**src/rtl/uart_bus_loader.sv**
```systemverilog
// UART-framed bus master: receives write/read frames, runs one 16-bit
// bus cycle per frame and answers over the UART transmitter.
module uart_bus_loader #(
  parameter int GAP_TIMEOUT = 16640,
  parameter int ACK_TIMEOUT = 255
) (
  input  logic        clk,
  input  logic        rst,
  input  logic        rx_dv,
  input  logic [7:0]  rx_byte,
  output logic        tx_start,
  output logic [7:0]  tx_byte,
  input  logic        tx_active,
  output logic        bus_req,
  output logic        bus_we,
  output logic [22:0] bus_addr,
  output logic [15:0] bus_wdata,
  input  logic [15:0] bus_rdata,
  input  logic        bus_ack,
  output logic        busy,
  output logic        err
);

  localparam int GW = $clog2(GAP_TIMEOUT + 1);
  localparam int AW = $clog2(ACK_TIMEOUT + 1);

  localparam logic [7:0] OP_WR = 8'h57;
  localparam logic [7:0] OP_RD = 8'h52;
  localparam logic [7:0] RSP_OK = 8'h4B;
  localparam logic [7:0] RSP_ERR = 8'h45;

  typedef enum logic [3:0] {
    IDLE, ADR2, ADR1, ADR0, DAT1, DAT0, BUS, TXB, TXW
  } state_e;

  state_e      state_q, state_d;
  logic        wr_q, wr_d;
  logic [23:0] addr_q, addr_d;
  logic [15:0] wdata_q, wdata_d;
  logic [15:0] rsp_q, rsp_d;
  logic        two_q, two_d;
  logic        err_q, err_d;
  logic [GW-1:0] gap_q, gap_d;
  logic [AW-1:0] ack_q, ack_d;
  logic        tx_start_q, tx_start_d;
  logic [7:0]  tx_byte_q, tx_byte_d;
  logic        seen_q, seen_d;
  logic [2:0]  wait_q, wait_d;
  logic        tx_done;

  assign tx_start  = tx_start_q;
  assign tx_byte   = tx_byte_q;
  assign bus_req   = (state_q == BUS);
  assign bus_we    = wr_q;
  assign bus_addr  = addr_q[23:1];
  assign bus_wdata = wdata_q;
  assign busy      = (state_q != IDLE);
  assign err       = err_q;

  // A byte counts as sent once tx_active has pulsed, or after a short
  // wait if the transmitter never reports busy at all.
  assign tx_done = !tx_active &&
                   (seen_q || wait_q == 3'd4);

  always_comb begin
    state_d    = state_q;
    wr_d       = wr_q;
    addr_d     = addr_q;
    wdata_d    = wdata_q;
    rsp_d      = rsp_q;
    two_d      = two_q;
    err_d      = err_q;
    gap_d      = gap_q;
    ack_d      = ack_q;
    tx_start_d = 1'b0;
    tx_byte_d  = tx_byte_q;
    seen_d     = seen_q;
    wait_d     = wait_q;

    unique case (state_q)
      IDLE: begin
        if (rx_dv && (rx_byte == OP_WR ||
                      rx_byte == OP_RD)) begin
          wr_d    = (rx_byte == OP_WR);
          err_d   = 1'b0;
          gap_d   = '0;
          state_d = ADR2;
        end
      end
      ADR2, ADR1, ADR0, DAT1, DAT0: begin
        ack_d = '0;
        if (rx_dv) begin
          gap_d = '0;
          unique case (state_q)
            ADR2: begin
              addr_d[23:16] = rx_byte;
              state_d = ADR1;
            end
            ADR1: begin
              addr_d[15:8] = rx_byte;
              state_d = ADR0;
            end
            ADR0: begin
              addr_d[7:0] = rx_byte;
              state_d = wr_q ? DAT1 : BUS;
            end
            DAT1: begin
              wdata_d[15:8] = rx_byte;
              state_d = DAT0;
            end
            default: begin
              wdata_d[7:0] = rx_byte;
              state_d = BUS;
            end
          endcase
        end else if (gap_q == GW'(GAP_TIMEOUT - 1)) begin
          err_d   = 1'b1;
          state_d = IDLE;
        end else begin
          gap_d = gap_q + GW'(1);
        end
      end
      BUS: begin
        if (rx_dv) err_d = 1'b1;
        if (bus_ack) begin
          if (wr_q) begin
            rsp_d = {RSP_OK, 8'h00};
            two_d = 1'b0;
          end else begin
            rsp_d = bus_rdata;
            two_d = 1'b1;
          end
          state_d = TXB;
        end else if (ack_q == AW'(ACK_TIMEOUT - 1)) begin
          rsp_d   = {RSP_ERR, 8'h00};
          two_d   = 1'b0;
          err_d   = 1'b1;
          state_d = TXB;
        end else begin
          ack_d = ack_q + AW'(1);
        end
      end
      TXB: begin
        if (rx_dv) err_d = 1'b1;
        if (!tx_active) begin
          tx_start_d = 1'b1;
          tx_byte_d  = rsp_q[15:8];
          seen_d     = 1'b0;
          wait_d     = '0;
          state_d    = TXW;
        end
      end
      TXW: begin
        if (rx_dv) err_d = 1'b1;
        if (tx_active) seen_d = 1'b1;
        if (tx_done) begin
          if (two_q) begin
            two_d   = 1'b0;
            rsp_d   = {rsp_q[7:0], 8'h00};
            state_d = TXB;
          end else begin
            state_d = IDLE;
          end
        end else if (!seen_q && wait_q != 3'd4) begin
          wait_d = wait_q + 3'd1;
        end
      end
      default: state_d = IDLE;
    endcase
  end

  always_ff @(posedge clk) begin
    if (rst) begin
      state_q    <= IDLE;
      wr_q       <= 1'b0;
      addr_q     <= '0;
      wdata_q    <= '0;
      rsp_q      <= '0;
      two_q      <= 1'b0;
      err_q      <= 1'b0;
      gap_q      <= '0;
      ack_q      <= '0;
      tx_start_q <= 1'b0;
      tx_byte_q  <= '0;
      seen_q     <= 1'b0;
      wait_q     <= '0;
    end else begin
      state_q    <= state_d;
      wr_q       <= wr_d;
      addr_q     <= addr_d;
      wdata_q    <= wdata_d;
      rsp_q      <= rsp_d;
      two_q      <= two_d;
      err_q      <= err_d;
      gap_q      <= gap_d;
      ack_q      <= ack_d;
      tx_start_q <= tx_start_d;
      tx_byte_q  <= tx_byte_d;
      seen_q     <= seen_d;
      wait_q     <= wait_d;
    end
  end

endmodule

```
**config.mk**
```make
export PLATFORM = sky130hd
export DESIGN_NAME = uart_bus_loader
export DESIGN_NICKNAME = d
export VERILOG_FILES = /design/src/rtl/uart_bus_loader.sv
export SDC_FILE = /design/constraint.sdc
export NUM_CORES = 1
export LEC_CHECK = 0
export ABC_CLOCK_PERIOD_IN_PS = 3920
export BUFFER_PORTS_ARGS = -buffer_cell sky130_fd_sc_hd__buf_2
export CAP_MARGIN = 20
export CORE_MARGIN = 4
export CORE_UTILIZATION = 40
export CTS_CLUSTER_SIZE = 20
export DETAILED_ROUTE_END_ITERATION = 10
export PLACE_DENSITY = 0.64
export SYNTH_ARGS = -nofsm -noshare
export SYNTH_HDL_FRONTEND = slang
export SYNTH_SLANG_ARGS = --single-unit
export TNS_END_PERCENT = 20
```
**constraint.sdc**
```tcl
create_clock -name clk -period 3.92 [get_ports clk]
set_input_delay 0.784 -clock clk [delete_from_list [all_inputs] [get_ports clk]]
set_output_delay 0.784 -clock clk [all_outputs]
set_load 0.03 [all_outputs]
```
### Word level (Yosys, flattened, before mapping)

Index checks and enable logic that the tools add are counted.

| storage, ports and cells | value |
|---|---|
| bits of input ports | 29 |
| output and inout port bits | 52 |
| flip-flop bits (word level) | 99 |
| word-level logic and storage cells | 127 |

| cells by class | value |
|---|---|
| equal/unequal tests | 28 |
| $add $sub $neg | 3 |
| reduce and logical (&&, ||, !) cells | 33 |
| bitwise logic cells | 3 |
| multiplexer cells | 44 |

Operator list:

| cell | count |
|---|---|
| two-way mux 16 bit | 5 |
| two-way mux 15 bit | 3 |
| one-hot mux 16 bit (2 select lines) | 1 |
| one-hot mux 15 bit (2 select lines) | 1 |
| two-way mux 4 bit | 7 |
| AND reduction 3 bit | 9 |
| != test 2 bit, second input constant | 11 |
| one-hot mux 4 bit (5 select lines) | 1 |
| == test 4 x 3 -> 1 bit, second input constant | 4 |
| == test 8 x 7 -> 1 bit, second input constant | 2 |
| two-way mux 8 bit | 2 |
| one-hot mux 8 bit (2 select lines) | 1 |
| adder 15 x 1 -> 15 bit, second input constant | 1 |
| == test 15 bit, second input constant | 1 |
| two-way mux 1 bit | 13 |
| two-way mux 3 bit | 4 |
| one-hot mux 3 bit (4 select lines) | 1 |
| AND reduction 4 bit | 3 |
| != test 3 bit, second input constant | 3 |
| adder 8 x 1 -> 8 bit, second input constant | 1 |
| == test 4 x 2 -> 1 bit, second input constant | 2 |
| == test 8 bit, second input constant | 1 |
| nonzero test 2 bit | 4 |
| nonzero test 4 bit | 2 |
| 19 further kinds | 28 |

### Logic depth before layout (Yosys ltp)

| logic depth | value |
|---|---|
| word-level depth | 5 |
| mapped depth | 9 |
| depth with buffers taken out | 7 |

### Least setup slack after synthesis

No wires, ideal clock.

| path | value |
|---|---|
| path type | input-to-reg |
| from | input rx_byte[2] |
| to | register state_q[0] |
| buffers on the path | 1 |
| cell stages on the path | 6 |
| required time | 3799 ps |
| arrival | 2171 ps |
| library setup time | 121 ps |
| setup slack | 1628 ps |
| cells stage by stage | clkbuf_1 xnor2_2 a31oi_1 a41o_1 or3_4 mux2_4 |

| on the way | value |
|---|---|
| cells in the longest elaborated chain, start to end | 5 |
| elaborated cells between the ends (all ways) | 6 |
| those cells by class | eq/ne (3); reduce/logical (3) |

Ends and longest elaborated chain:

| item | RTL line | text |
|---|---|---|
| from (decl) | 10 | `input logic [7:0] rx_byte,` |
| == test 8 x 7 -> 1 bit (on tied branches) | 82, 83 |  |
| logical OR 1 bit * | 82 | `if (rx_dv && (rx_byte == OP_WR \|\|` |
| logical AND 1 bit * | 82 |  |
| != test 2 bit (no source line) * | n/a |  |
| AND reduction 5 bit (no source line) * | n/a |  |
| to (signal assigned) | 188 | `state_q <= state_d;` |
| to (decl) | 36 | `state_e state_q, state_d;` |

Every way passes the cells marked *; elsewhere a longest branch is shown, timed or not.
A chain may end at the register's enable or synchronous reset.

### Final worst setup path

| path | value |
|---|---|
| from | register state_q[1] |
| to | register rsp_q[8] |

| on the way | value |
|---|---|
| cells in the longest elaborated chain, start to end | 3 |
| elaborated cells between the ends (all ways) | 8 |
| those cells by class | eq/ne (5); mux (1); reduce/logical (2) |

Ends and longest elaborated chain:

| item | RTL line | text |
|---|---|---|
| == test 4 x 3 -> 1 bit or == test 4 bit (tied branches) | 80 | `unique case (state_q)` |
| != test 3 x 1 -> 1 bit (no source line) (tied with other cells) | n/a |  |
| AND reduction 4 bit (no source line) | n/a |  |
| to (signal assigned) | 192 | `rsp_q <= rsp_d;` |
| to (decl) | 40 | `logic [15:0] rsp_q, rsp_d;` |

Several ways; a longest one is shown, not always the timed one.

==> impl_metrics.json <==
{
  "drv_slew": 0,
  "tmin_final_ps": 2762,
  "outcome": "completed",
  "synthesis.nets": 530,
  "fmax_mhz": 362.1,
  "avgRoutedWirePerCell_um": 15.35,
  "rr_startpoint": "state_q[1]",
  "reg2reg_slack_ps": 1160,
  "synth.largest_area_cell": "sky130_fd_sc_hd__dfxtp_1",
  "critical_path_arrival_ps": 3030,
  "hold_path_startpoint": "rsp_q[1]",
  "grt_max_degree": 51,
  "tritoncts_clock_tree": "done",
  "power.static_leakage_uw": 0.002090,
  "cp-start-kind": "register",
  "setup_viol": 0,
  "gp_congestion": 0.8300,
  "cts_sinks": 98,
  "timing.hold.worst.class": "reg2reg",
  "dp_hpwl_mm": 7.614,
  "unique_cell_type_count_in_the_yosys_netlist": 68,
  "grt_pass1_vias": 3660,
  "postRouteAntennaNets": 0,
  "postSynthCellCount": 496,
  "post_cts_setup_buffer_count": 0,
  "clk_transition_reported_paths_ps": 90,
  "detailedRoute.firstIterationViolations": 323,
  "drive_above_1_share": 0.2177,
  "place.port_buffers": 80,
  "timing_hold_violations_final": 0,
  "powerDensity_nw_per_um2": 514.0,
  "worstHoldEndpoint": "rsp_q[1]",
  "routed-via-count": 3819,
  "post_synth_edffs": 0,
  "min_delay_path_depth": 2,
  "n_fill_cell": 1019,
  "numCtsBuffers": 9,
  "drt-total-wl_mm": 10.82,
  "detail_route.drc_violations": 0,
  "worstReg2RegEnd": "rsp_q[8]",
  "first_pass_grt_wire_length_mm": 18.37,
  "cts.htree.levels": 3,
  "finalCritPeriodShare": 0.7045,
  "route.detailed.vias_per_inst": 5.417,
  "instances_no_fill": 705,
  "rr_worst_depth": 5,
  "chipHeight_um": 113.7,
  "maxSlewHeadroom": 0.3462,
  "post-route-worst-setup-slack_ps": 1158,
  "critical_path.max_fanout": 18,
  "average_instance_area_after_synthesis_um2": 9.006,
  "grtUsageTotal": 0.1731,
  "postCtsHoldBufs": 0,
  "synthDominantCellAreaShare": 0.4392,
  "cts_root_buffer": "sky130_fd_sc_hd__clkbuf_8",
  "cts_repair_resize_count": 0,
  "die_area_um2": 12920,
  "yosysWarnings": 0,
  "floorplan.core_area_um2": 10890,
  "maximum_vdd_ir_drop_mv": 0.2849,
  "synth_flop_cell": "sky130_fd_sc_hd__dfxtp_1",
  "crit_path_start": "state_q[1]",
  "mostFrequentLayoutCells": "sky130_fd_sc_hd__dfxtp_1 (98), sky130_fd_sc_hd__buf_2 (80), sky130_fd_sc_hd__nor2_1 (61)",
  "worst_clock_skew_ps": 12.15,
  "antenna_found_initial": 0,
  "worst_pin_slew_ps": 980.7,
  "global_route.overflow_total": 0,
  "maximum_number_of_buffers_from_clock_root_to_sink": 2,
  "fp.dieW_um": 113.7,
  "crit_required_ps": 4190,
  "final_design_area_no_fill_um2": 5136,
  "detailedPlace.worstSlack_ps": 1225,
  "syn2layout_area_growth_pct": 14.99,
  "ys_top_cells_by_area": "sky130_fd_sc_hd__dfxtp_1 (44%), sky130_fd_sc_hd__mux2i_1 (9.2%), sky130_fd_sc_hd__nor2_1 (5.1%)",
  "mappedNetlistArea_um2": 4467,
  "asyncSetResetFlopFracSynth": 0,
  "place_inst": 689,
  "instance_area_after_placement_um2": 4933,
  "std_cell_rows": 38,
  "rsz_0062_raised_after_global_routing": "false",
  "mostFrequentLayoutCell": "sky130_fd_sc_hd__dfxtp_1",
  "dr.pass1.iters": 5,
  "floorplan.initialDensity": 0.4103,
  "ios": 81,
  "antenna_cells": 0,
  "clk-insertion-delay-late_ps": 360,
  "nets": 594,
  "cap_viol_max_count": 0,
  "setup.worst_path.class": "reg2reg",
  "sequential_cell_area_fraction_in_the_yosys_report": 0.4392,
  "yosys_register_bits": 98,
  "fin_tns_setup_ps": 0,
  "end_kind": "register"
}
-- cell families after synthesis --
family	after synthesis	share of synthesized area
compound gates	110	0.1636
xor+xnor	6	0.01345
fa+ha+maj	5	0.01401
buf+inv	43	0.04398
flops	98	0.4392
mux	43	0.09776
simple gates	191	0.2280
-- power by group --
| part | switching (uW) | leakage (uW) | total [uW] | internal [uW] |
|---|---|---|---|---|
| clock | 357 | 0.000103 | 671 | 314 |
| combinational | 513 | 0.00120 | 819 | 305 |
| sequential | 94.3 | 0.000791 | 1150 | 1060 |
-- stage by stage --
stage	hold WS (ps)	total power (uW)	utilization
after floorplan	431.9	1810	-
after global placement	436.9	1972	0.4531
after detailed placement	444.8	1992	0.4531
after CTS	458.6	2662	0.4717
after global routing	471.1	2813	0.4717
final	457.8	2640	0.4717
-- Yosys cell counts (all sizes together), types with 4 or more instances --
master and count:
nand3b 5, a31oi 6, o211ai 5, nand2 46, clkbuf 15, a221oi 4
nor3 14, nand3 18, and3 7, a21oi 46, a41oi 4, inv 12
or3 5, a21o 4, nand2b 6, nand4 4, nor2 62, a211oi 5
a311oi 10, o21ai 11, dfxtp 98, nor4 7, buf 16, mux2i 41
xor2 4, ha 5
-- how the worst max path moves through the flow --
stage	endpoint	cells past startpoint
2_1_floorplan	state_q[0]	6
6_report	rsp_q[8]	5
5_1_grt	rsp_q[5]	5
3_3_place_gp	rsp_q[10]	5
4_1_cts	rsp_q[8]	5
3_5_place_dp	rsp_q[6]	5
-- per-layer routing --
layer  up-vias  share of wire  GRT usage
met3        11          0.056    0.04456
met5         -              0          0
met1      1787           0.47     0.2407
met4         0          0.011    0.04647
met2        99           0.46     0.2674
li1       1922              -          -
-- worst max-delay path, cell delays in order, from the launching register on --
cell and delay (ps):
sky130_fd_sc_hd__dfxtp_1 750, sky130_fd_sc_hd__nand4bb_1 340, sky130_fd_sc_hd__a211oi_2 820, sky130_fd_sc_hd__or3_1 510, sky130_fd_sc_hd__nand2_1 100, sky130_fd_sc_hd__a21oi_1 150
-- cell type report --
class	count	area (um^2)	share of cell area
clock buffer	10	137.6	0.02680
clock inverter	6	65.06	0.01267
inverter	12	45.04	0.008770
multi-input combinational	355	2308	0.4495
sequential	98	1962	0.3820
tap	140	175.2	0.03410
timing repair buffer	84	442.9	0.08624
-- state kept, by name, indices dropped and copies added (netlist names) --
register	cells
addr_q	23
bus_wdata	16
rsp_q	16
gap_q	15
ack_q	8
tx_byte	8
state_q	4
wait_q	3
bus_we	1
err	1
seen_q	1
two_q	1
tx_start	1
Note: power is estimated with default switching activity, not from simulation.
